<file path="src/rtl/vt_seq_gen_100110_pkg.sv">
// Shared definitions for the 100110 serial pattern transmitter and its companion detectors.
// The optional error-injection feature is enabled by defining VT_SEQ_GEN_ERR_INJ_EN.
package vt_seq_pkg;

    typedef enum logic [1:0] {
        ST_IDLE  = 2'd0,
        ST_SHIFT = 2'd1,
        ST_GAP   = 2'd2,
        ST_DONE  = 2'd3
    } seq_state_t;

    localparam int unsigned SEQ_WIDTH   = 6;
    localparam logic [5:0]  SEQ_PATTERN = 6'b100110;

    // Bit-counter width able to index every pattern bit (at least one bit wide).
    function automatic int unsigned bit_cnt_width(input int unsigned width);
        return (width > 1) ? $clog2(width) : 1;
    endfunction

endpackage

</file>
<file path="src/rtl/vt_seq_gen_100110_if.sv">
// Request/status bundle of the 100110 serial pattern transmitter.
// Error-injection signals exist only when VT_SEQ_GEN_ERR_INJ_EN is defined.
interface vt_seq_gen_100110_if #(
    parameter int unsigned CNT_W = 8,
    parameter int unsigned GAP_W = 4
);
    logic             i_start;
    logic [CNT_W-1:0] i_reps;
    logic [GAP_W-1:0] i_gap;
    logic             o_SO;
    logic             o_busy;
    logic             o_last;
    logic             o_done;
`ifdef VT_SEQ_GEN_ERR_INJ_EN
    logic             i_err_inj;
    logic             o_err;

    modport master (
        output i_start, i_reps, i_gap, i_err_inj,
        input  o_SO, o_busy, o_last, o_done, o_err
    );
    modport slave (
        input  i_start, i_reps, i_gap, i_err_inj,
        output o_SO, o_busy, o_last, o_done, o_err
    );
`else
    modport master (
        output i_start, i_reps, i_gap,
        input  o_SO, o_busy, o_last, o_done
    );
    modport slave (
        input  i_start, i_reps, i_gap,
        output o_SO, o_busy, o_last, o_done
    );
`endif
endinterface

</file>
<file path="src/rtl/vt_seq_gen_100110_piso.sv">
// Parallel-load, MSB-first shift register; zeros shift in behind the data so the
// serial output falls to 0 on its own once the last bit has been shifted past.
module vt_piso_shift #(
    parameter int unsigned WIDTH  = 6,
    parameter int unsigned BIT_CW = 3
) (
    input  logic              clk,
    input  logic              rst,
    input  logic              load,
    input  logic              shift,
    input  logic              flip_next,
    input  logic [WIDTH-1:0]  load_value,
    output logic              serial,
    output logic [BIT_CW-1:0] bit_cnt
);

    localparam logic [BIT_CW-1:0] LAST_IDX = BIT_CW'(WIDTH - 1);

    logic [WIDTH-1:0]  data_r;
    logic [BIT_CW-1:0] cnt_r;

    // Shift register and bit index; flip_next inverts the bit that becomes visible next.
    always_ff @(posedge clk) begin
        if (rst) begin
            data_r <= {WIDTH{1'b0}};
            cnt_r  <= {BIT_CW{1'b0}};
        end else if (load) begin
            data_r <= load_value;
            cnt_r  <= {BIT_CW{1'b0}};
        end else if (shift) begin
            data_r <= {data_r[WIDTH-2:0], 1'b0} ^ {flip_next, {(WIDTH-1){1'b0}}};
            cnt_r  <= (cnt_r == LAST_IDX) ? cnt_r : cnt_r + 1'b1;
        end else begin
            data_r <= data_r;
            cnt_r  <= cnt_r;
        end
    end

    assign serial  = data_r[WIDTH-1];
    assign bit_cnt = cnt_r;

endmodule

</file>
<file path="src/rtl/vt_seq_gen_100110.sv">
// Serial transmitter emitting a programmable number of 100110 patterns, optionally gap-separated.
// Define VT_SEQ_GEN_ERR_INJ_EN to add last-bit error injection (i_err_inj / o_err).
module vt_seq_gen_100110
    import vt_seq_pkg::*;
#(
    parameter int unsigned      WIDTH   = SEQ_WIDTH,
    parameter logic [WIDTH-1:0] PATTERN = SEQ_PATTERN,
    parameter int unsigned      CNT_W   = 8,
    parameter int unsigned      GAP_W   = 4
) (
    input  logic                  i_clk,
    input  logic                  i_rst,
    vt_seq_gen_100110_if.slave    bus
);

    localparam int unsigned       BIT_CW       = bit_cnt_width(WIDTH);
    localparam logic [BIT_CW-1:0] LAST_IDX     = BIT_CW'(WIDTH - 1);
    localparam logic [BIT_CW-1:0] PRE_LAST_IDX = BIT_CW'(WIDTH - 2);

    seq_state_t        state_r;
    logic [CNT_W-1:0]  reps_r;
    logic [GAP_W-1:0]  gap_len_r;
    logic [GAP_W-1:0]  gap_cnt_r;
    logic              load_s;
    logic              shift_s;
    logic              flip_s;
    logic [BIT_CW-1:0] bit_cnt_s;
    logic              serial_s;
`ifdef VT_SEQ_GEN_ERR_INJ_EN
    logic              err_flag_r;
`endif

    vt_piso_shift #(
        .WIDTH  (WIDTH),
        .BIT_CW (BIT_CW)
    ) u_piso (
        .clk        (i_clk),
        .rst        (i_rst),
        .load       (load_s),
        .shift      (shift_s),
        .flip_next  (flip_s),
        .load_value (PATTERN),
        .serial     (serial_s),
        .bit_cnt    (bit_cnt_s)
    );

    // The shifter's MSB is a flop cleared outside SHIFT, so o_SO stays registered.
    assign bus.o_SO = serial_s;

    // Shifter control: load at each pattern start, otherwise shift while emitting.
    always_comb begin
        load_s  = 1'b0;
        shift_s = 1'b0;
        flip_s  = 1'b0;
        case (state_r)
            ST_IDLE: begin
                if (bus.i_start && (bus.i_reps != {CNT_W{1'b0}})) begin
                    load_s = 1'b1;
                end else begin
                    load_s = 1'b0;
                end
            end
            ST_SHIFT: begin
                if ((bit_cnt_s == LAST_IDX) && (reps_r > CNT_W'(1)) &&
                    (gap_len_r == {GAP_W{1'b0}})) begin
                    load_s = 1'b1;
                end else begin
                    shift_s = 1'b1;
                end
`ifdef VT_SEQ_GEN_ERR_INJ_EN
                // A pending or same-cycle injection corrupts the bit about to become the last one.
                if ((bit_cnt_s == PRE_LAST_IDX) && (err_flag_r || bus.i_err_inj)) begin
                    flip_s = 1'b1;
                end else begin
                    flip_s = 1'b0;
                end
`endif
            end
            ST_GAP: begin
                if (gap_cnt_r == GAP_W'(1)) begin
                    load_s = 1'b1;
                end else begin
                    load_s = 1'b0;
                end
            end
            ST_DONE: begin
                load_s = 1'b0;
            end
            default: begin
                load_s = 1'b0;
            end
        endcase
    end

    // Sequencing FSM with registered status outputs.
    always_ff @(posedge i_clk) begin
        if (i_rst) begin
            state_r    <= ST_IDLE;
            reps_r     <= {CNT_W{1'b0}};
            gap_len_r  <= {GAP_W{1'b0}};
            gap_cnt_r  <= {GAP_W{1'b0}};
            bus.o_busy <= 1'b0;
            bus.o_last <= 1'b0;
            bus.o_done <= 1'b0;
`ifdef VT_SEQ_GEN_ERR_INJ_EN
            bus.o_err  <= 1'b0;
            err_flag_r <= 1'b0;
`endif
        end else begin
`ifdef VT_SEQ_GEN_ERR_INJ_EN
            if (flip_s) begin
                err_flag_r <= 1'b0;
            end else if (bus.i_err_inj) begin
                err_flag_r <= 1'b1;
            end else begin
                err_flag_r <= err_flag_r;
            end
            bus.o_err <= flip_s;
`endif
            case (state_r)
                ST_IDLE: begin
                    bus.o_last <= 1'b0;
                    if (bus.i_start) begin
                        reps_r    <= bus.i_reps;
                        gap_len_r <= bus.i_gap;
                        if (bus.i_reps != {CNT_W{1'b0}}) begin
                            state_r    <= ST_SHIFT;
                            bus.o_busy <= 1'b1;
                            bus.o_done <= 1'b0;
                        end else begin
                            state_r    <= ST_DONE;
                            bus.o_busy <= 1'b0;
                            bus.o_done <= 1'b1;
                        end
                    end else begin
                        state_r    <= ST_IDLE;
                        bus.o_busy <= 1'b0;
                        bus.o_done <= 1'b0;
                    end
                end
                ST_SHIFT: begin
                    bus.o_last <= (bit_cnt_s == PRE_LAST_IDX);
                    if (bit_cnt_s == LAST_IDX) begin
                        reps_r <= reps_r - 1'b1;
                        if (reps_r > CNT_W'(1)) begin
                            if (gap_len_r != {GAP_W{1'b0}}) begin
                                state_r   <= ST_GAP;
                                gap_cnt_r <= gap_len_r;
                            end else begin
                                state_r <= ST_SHIFT;
                            end
                        end else begin
                            state_r    <= ST_DONE;
                            bus.o_busy <= 1'b0;
                            bus.o_done <= 1'b1;
                        end
                    end else begin
                        state_r <= ST_SHIFT;
                    end
                end
                ST_GAP: begin
                    bus.o_last <= 1'b0;
                    if (gap_cnt_r == GAP_W'(1)) begin
                        state_r <= ST_SHIFT;
                    end else begin
                        gap_cnt_r <= gap_cnt_r - 1'b1;
                    end
                end
                ST_DONE: begin
                    state_r    <= ST_IDLE;
                    bus.o_busy <= 1'b0;
                    bus.o_last <= 1'b0;
                    bus.o_done <= 1'b0;
                end
                default: begin
                    state_r    <= ST_IDLE;
                    bus.o_busy <= 1'b0;
                    bus.o_last <= 1'b0;
                    bus.o_done <= 1'b0;
                end
            endcase
        end
    end

endmodule

</file>
<file path="src/flat_wrapper.sv">
// flat-port wrapper written by rule: the top's interface ports become plain ports
module vt_seq_gen_100110_flat import vt_seq_pkg::*;
#(
    parameter int unsigned      WIDTH   = SEQ_WIDTH,
    parameter logic [WIDTH-1:0] PATTERN = SEQ_PATTERN,
    parameter int unsigned      CNT_W   = 8,
    parameter int unsigned      GAP_W   = 4
)
  (i_clk, i_rst, bus_i_start, bus_i_reps, bus_i_gap, bus_o_SO, bus_o_busy, bus_o_last, bus_o_done);
  vt_seq_gen_100110_if #(.CNT_W(CNT_W), .GAP_W(GAP_W)) bus_i ();
  input  logic i_clk;
  input  logic i_rst;
  input wire logic [$bits(bus_i.i_start)-1:0] bus_i_start;
  input wire logic [$bits(bus_i.i_reps)-1:0] bus_i_reps;
  input wire logic [$bits(bus_i.i_gap)-1:0] bus_i_gap;
  output wire logic [$bits(bus_i.o_SO)-1:0] bus_o_SO;
  output wire logic [$bits(bus_i.o_busy)-1:0] bus_o_busy;
  output wire logic [$bits(bus_i.o_last)-1:0] bus_o_last;
  output wire logic [$bits(bus_i.o_done)-1:0] bus_o_done;
  assign bus_i.i_start = bus_i_start;
  assign bus_i.i_reps = bus_i_reps;
  assign bus_i.i_gap = bus_i_gap;
  assign bus_o_SO = bus_i.o_SO;
  assign bus_o_busy = bus_i.o_busy;
  assign bus_o_last = bus_i.o_last;
  assign bus_o_done = bus_i.o_done;
  vt_seq_gen_100110 #(.WIDTH(WIDTH), .PATTERN(PATTERN), .CNT_W(CNT_W), .GAP_W(GAP_W)) u_core (.i_clk(i_clk), .i_rst(i_rst), .bus(bus_i));
endmodule
</file>
<file path="config.mk">
export PLATFORM = sky130hd
export DESIGN_NAME = vt_seq_gen_100110_flat
export DESIGN_NICKNAME = d
export VERILOG_FILES = /design/src/rtl/vt_seq_gen_100110_pkg.sv /design/src/rtl/vt_seq_gen_100110_if.sv /design/src/rtl/vt_seq_gen_100110_piso.sv /design/src/rtl/vt_seq_gen_100110.sv /design/src/flat_wrapper.sv
export SDC_FILE = /design/constraint.sdc
export NUM_CORES = 1
export LEC_CHECK = 0
export BUFFER_PORTS_ARGS = -buffer_cell sky130_fd_sc_hd__clkbuf_2
export CELL_PAD_IN_SITES_DETAIL_PLACEMENT = 1
export CELL_PAD_IN_SITES_GLOBAL_PLACEMENT = 1
export CORE_MARGIN = 1.5
export CORE_UTILIZATION = 46
export DETAILED_ROUTE_END_ITERATION = 8
export GPL_ROUTABILITY_DRIVEN = 0
export PLACE_DENSITY_LB_ADDON = 0.1
export REMOVE_ABC_BUFFERS = 1
export SYNTH_ARGS = -nofsm -noshare
export SYNTH_HDL_FRONTEND = slang
export SYNTH_SLANG_ARGS = --single-unit
</file>
<file path="constraint.sdc">
create_clock -name i_clk -period 5.45 [get_ports i_clk]
set_input_delay 0.545 -clock i_clk [delete_from_list [all_inputs] [get_ports i_clk]]
set_output_delay 0.545 -clock i_clk [all_outputs]
set_load 0.03 [all_outputs]
</file>
### Word level (Yosys, flattened, before mapping)

Cells that the tools add are included.

* bits in registers: 29
* bits in latches: 0
* RAM bits: 0
* memory bits (read-only): 0
* input bits: 15
* output and inout port bits: 4
* logic and storage cells: 80
* memories kept: 0

* add/sub/neg operators: 3
* multipliers: 0
* div/mod/pow operators: 0
* order comparisons: 1
* equality and inequality tests: 13
* shifts and indexed selects: 0
* muxes and demuxes: 34
* bitwise gates (word level): 1
* reduce and logical (&&, ||, !) cells: 18

Operators by type and width (number)
* $mux 4: 4
* $mux 8: 2
* $pmux 8 s2: 1
* $mux 1: 13
* $mux 2: 6
* $mux 6: 2
* $gt 8x1->1 const B: 1
* $ne 2x1->1 const B: 4
* $pmux 2 s4: 1
* $pmux 4 s2: 1
* $reduce_bool 8->1: 1
* $sub 8x1->8 const B: 1
* $eq 3x3->1 const B: 2
* $ne 2x2->1 const B: 3
* $pmux 1 s3: 2
* $reduce_and 3->1: 2
* $reduce_bool 2->1: 3
* $reduce_and 5->1: 1
* $eq 2x2->1 const B: 2
* $eq 4x1->1 const B: 1
* $logic_not 4->1: 1
* $pmux 1 s4: 1
* $reduce_and 2->1: 2
* $reduce_bool 4->1: 1
* other kinds (10): 12

### Longest topological paths before layout

* depth after elaboration: 7
* depth in mapped cells: 9
* gate-level depth less buffers: 7

### Hierarchy

Synthesis repeated with hierarchy kept, for this count alone.

* cells, all modules: 220
* area total of the unflattened synthesis: 1865.5 um^2

Modules (own cells, without submodules)
* vt_seq_gen_100110: times used 1, cells each 174, area an instance 1395.1 um^2, sequential area each 420.4 um^2
* vt_piso_shift: times used 1, cells each 46, area an instance 470.5 um^2, sequential area each 180.2 um^2

### Worst setup path before layout

No wires, ideal clock.

* path kind: register -> register
* start: register u_core.reps_r[0]
* end: register u_core.gap_cnt_r[1]
* setup time: 0.087 ns
* arrival time: 1.831 ns
* required time: 5.363 ns
* setup slack: 3.532 ns
* cell stages (with the launch flop): 8
* path buffers: 0
* clock period less this slack: 1.918 ns
* path through: dfxtp_1 -> inv_1 -> ha_1 -> o21bai_4 -> nor3_2 -> o32a_4 -> or4_1 -> o31ai_1

* word-level cells in the longest chain between the ends: 3

Ends and longest elaborated chain
* from (decl): line vt_seq_gen_100110.sv:21 `logic [CNT_W-1:0] reps_r;`
* from (signal assigned): line vt_seq_gen_100110.sv:99 `reps_r <= {CNT_W{1'b0}};`
* from (signal assigned): line vt_seq_gen_100110.sv:124 `reps_r <= bus.i_reps;`
* from (signal assigned): line vt_seq_gen_100110.sv:144 `reps_r <= reps_r - 1'b1;`
* $gt 8x1->1: line vt_seq_gen_100110.sv:145 `if (reps_r > CNT_W'(1)) begin`
* $ne 2x1->1 (no source line)
* $reduce_and 5->1 (no source line)
* to (signal assigned): line vt_seq_gen_100110.sv:101 `gap_cnt_r <= {GAP_W{1'b0}};`
* to (signal assigned): line vt_seq_gen_100110.sv:148 `gap_cnt_r <= gap_len_r;`
* to (signal assigned): line vt_seq_gen_100110.sv:166 `gap_cnt_r <= gap_cnt_r - 1'b1;`
* to (decl): line vt_seq_gen_100110.sv:23 `logic [GAP_W-1:0] gap_cnt_r;`

Every way passes these cells.
A chain may end at the register's enable or synchronous reset.

### Final worst setup path

* start: register u_core.state_r[1]
* end: register u_core.reps_r[0]

* word-level cells in the longest chain between the ends: 3
* elaborated cells between the ends (all ways): 7
* those cells by class: eq/ne (3); mux (1); reduce/logical (3)

Ends and longest elaborated chain
* from (decl): line vt_seq_gen_100110.sv:20 `seq_state_t state_r;`
* from (signal assigned): line vt_seq_gen_100110.sv:98 `state_r <= ST_IDLE;`
* from (signal assigned): line vt_seq_gen_100110.sv:127 `state_r <= ST_SHIFT;`
* from (signal assigned): line vt_seq_gen_100110.sv:131 `state_r <= ST_DONE;`
* $eq 2x1->1 or $logic_not 2->1 (tied branches): line vt_seq_gen_100110.sv:120 `case (state_r)`
* $ne 2x1->1 (no source line) (tied with other cells)
* $reduce_and 3->1 (no source line)

Several ways; a longest one is shown, not always the timed one.

==> flow_metrics.tcl <==
set metrics [dict create \
    status "complete, no violations" \
    clk_latency_ns 0.28 \
    stdcell_area_mm2 0.00194 \
    nNetsFinal 253 \
    first_pass_iters 4 \
    critPathKind "flop to flop" \
    cts_buffers 5 \
    synth_mux_area_share_pct 3.47 \
    p_leak_nw 0.796 \
    antenna_found_initial 0 \
    area_growth_pct 12.2 \
    drcViolationCount 0 \
    cts_sinks 29 \
    synth_seq_area_share_pct 33.5 \
    crit_path_end_kind "flop" \
    fin_ws_ns 3.02 \
    worst_slew_pin_slew_ns 1.04 \
    skew_ns 0.00465 \
    synth_adder_area_share_pct 7.95 \
    antenna_left 0 \
    netlist_top_cells_area "dfxtp_1 34%, ha_1 7.9%, a21oi_1 6.4%" \
    cts_setup_buffers 0 \
    final_layout_size_suffix_gt1_share_pct 16.7 \
    timing_hold_violations_final 0 \
    fin_tns_setup_ns 0 \
    path_cells "inv_1, ha_1, nor2_1, a211o_1, or3_1, a21oi_1" \
    htree_levels 2 \
    clock_path_buffers 2 \
    relSlewSlack_pct 30.9 \
    fin_crit_sh_pct 44.6 \
    syn_area_mm2 0.00173 \
    synth-simple-area-share_pct 28.0 \
    die-area_mm2 0.00414 \
    cts_resized 0 \
    synth_top_area_share_pct 33.5 \
    synth_top_family_by_area "simple AND/OR/NAND/NOR gates" \
    path_clk_slew_ns 0.06 \
    via_per_inst 5.64 \
    min_from "u_core.u_piso.data_r[1]$_SDFFE_PP0P_" \
    cts-root-buf "clkbuf_8" \
    hold_buffers 0 \
    placed_area_mm2 0.00184 \
    totalPowerFinal_mw 0.555 \
    crit_path_top_delay_cell "ha_1" \
    yosysUniqueCellTypes 50 \
    post-synth-top-area-cell "dfxtp_1" \
    cts_tree "built" \
    cp_max_fo 31 \
    synth_xor_area_share_pct 1.01 \
    overflow 0 \
    placementRows 22 \
    fill_cells 465 \
    grt_setup_unrepaired "false" \
    startpoint "u_core.state_r[1]$_SDFFE_PP0P_" \
    cp.required_ns 5.65 \
    place_ws_ns 3.03 \
    drt-initial-drc-count 65 \
    slowest_delay_ns 0.85 \
    wl_um 4030 \
    synth-seq-cells 29 \
    wire_per_inst_um 14.6 \
    arrival_ns 2.63 \
    fin_crit_ns 2.43 \
    synth-edff-count 0 \
    r2r-start "u_core.state_r[1]$_SDFFE_PP0P_" \
    grt_pass1_vias 1681 \
    initial_utilization_pct 47.7 \
    top_usage_layer "met2" \
    synth_compound_area_share_pct 20.7 \
    diodes 0 \
    drv_slew 0 \
    startpoint_type "flop" \
    grtUsageTotal_pct 22.4 \
    ios 19 \
    grt_start_max_net_pins 32 \
    io_buffers 18 \
    met3_usage_pct 4.75 \
    synthesis.area_per_instance_um2 8.17 \
    vias 1558 \
    grt_pass1_wl_um 7360 \
    synth-main-ff-cell "dfxtp_1" \
    fp.coreArea_mm2 0.00363 \
    setup_viol 0 \
    hpwl_um 2970 \
    grt_use_met1_pct 26.2 \
    die_w_um 64.4 \
    use_met2_pct 40.4 \
    timing.fmax_mhz 411 \
    drv_cap 0 \
    vdd_drop_max_uv 193 \
    ys_async_sr_fraction_pct 0 \
    die_height_um 64.4 \
    hold_path_class "flop to flop" \
    syn_inst 212 \
    power_density_mw_per_mm2 286 \
    synth_warnings 0 \
]
-- report_power, final --
part           switching [mW]  total [mW]  internal (mW)
combinational          0.0671       0.117         0.0501
sequential             0.0146       0.240          0.226
clock                  0.0836       0.198          0.114
-- synthesized netlist by cell type (2+ instances only) --
cell type,instances
clkbuf_1,6
a31oi_1,2
nor2b_1,5
nand2b_1,5
or4_1,4
o22ai_1,4
buf_2,2
a211oi_1,2
dfxtp_1,29
a211o_1,2
ha_1,11
a21oi_1,22
a41oi_1,2
nand3_1,8
and2_1,2
nor3_1,3
nor2_1,28
nor4b_1,3
nand2_1,13
o21ai_0,5
o32ai_1,2
nor4_1,4
mux2i_1,6
inv_1,14
buf_1,2
o31ai_1,2
-- logic make-up after synthesis --
logic type               after synthesis
flip-flops                            29
AND/OR/NAND/NOR                       88
buffers and inverters                 24
AO/OA/AOI/OAI                         52
multiplexers                           6
adder cells (fa/ha/maj)               11
XOR/XNOR                               2
-- stage by stage --
stage,instances,utilization (%),hold WS [ns]
6_report,276,53.5,0.465
5_1_grt,276,53.5,0.497
4_1_cts,276,53.5,0.471
3_5_place_dp,268,50.7,0.461
3_3_place_gp,268,50.7,0.442
2_1_floorplan,202,-,0.430
-- path summary, 6_finish.rpt --
kind / endpoint / slack [ns] / cells after the start
setup / recovery: u_core.reps_r[0]$_SDFFE_PP0P_ / 3.02 / 6
setup reg to reg: u_core.reps_r[0]$_SDFFE_PP0P_ / 3.02 / 6
hold reg to reg: u_core.u_piso.data_r[1]$_SDFFE_PP0P_ / 0.46 / 2
hold / removal: u_core.u_piso.data_r[1]$_SDFFE_PP0P_ / 0.46 / 2
-- layer usage --
metal	part of all wire (%)	up-vias
met2	52	19
met1	45	744
li1	-	786
met3	2.1	9
met5	0	-
met4	1.7	0
-- critical path, delay by kind of cell, from the launching register on --
family / cells / cell delay (ns)
adder cells (fa/ha/maj): 1 / 0.85
AO/OA/AOI/OAI: 2 / 0.58
AND/OR/NAND/NOR: 2 / 0.48
flip-flops: 1 / 0.34
buffers and inverters: 1 / 0.10
-- layout make-up --
type | count | area [um2] | area share [%]
Clock buffer | 7 | 96.3 | 4.96
Sequential cell | 29 | 581 | 29.9
Clock inverter | 1 | 5.00 | 0.258
Inverter | 14 | 52.6 | 2.70
Multi-Input combinational cell | 159 | 1060 | 54.5
Tap cell | 48 | 60.1 | 3.09
Timing Repair Buffer | 18 | 90.1 | 4.64
-- registers in the layout (all words and copies together), names as in the netlist --
register and flops:
u_core.u_piso.data_r 5, u_core.gap_len_r 4, u_core.bus.o_last 1, u_core.state_r 2, u_core.bus.o_done 1, u_core.bus.o_busy 1
u_core.gap_cnt_r 4, u_core.reps_r 8, u_core.u_piso.bit_cnt 3
-- placed cells by master, fill, tap and decap left out, types with 5 or more instances in the layout --
master	Yosys	final
o21ai_0	5	5
inv_1	14	14
dfxtp_1	29	29
nor2_1	28	28
nand2b_1	5	5
mux2i_1	6	6
nand3_1	8	8
clkbuf_8	0	7
nand2_1	13	13
ha_1	11	11
a21oi_1	22	22
clkbuf_2	0	18
nor2b_1	5	5
Power figures use the tool's default switching activity.
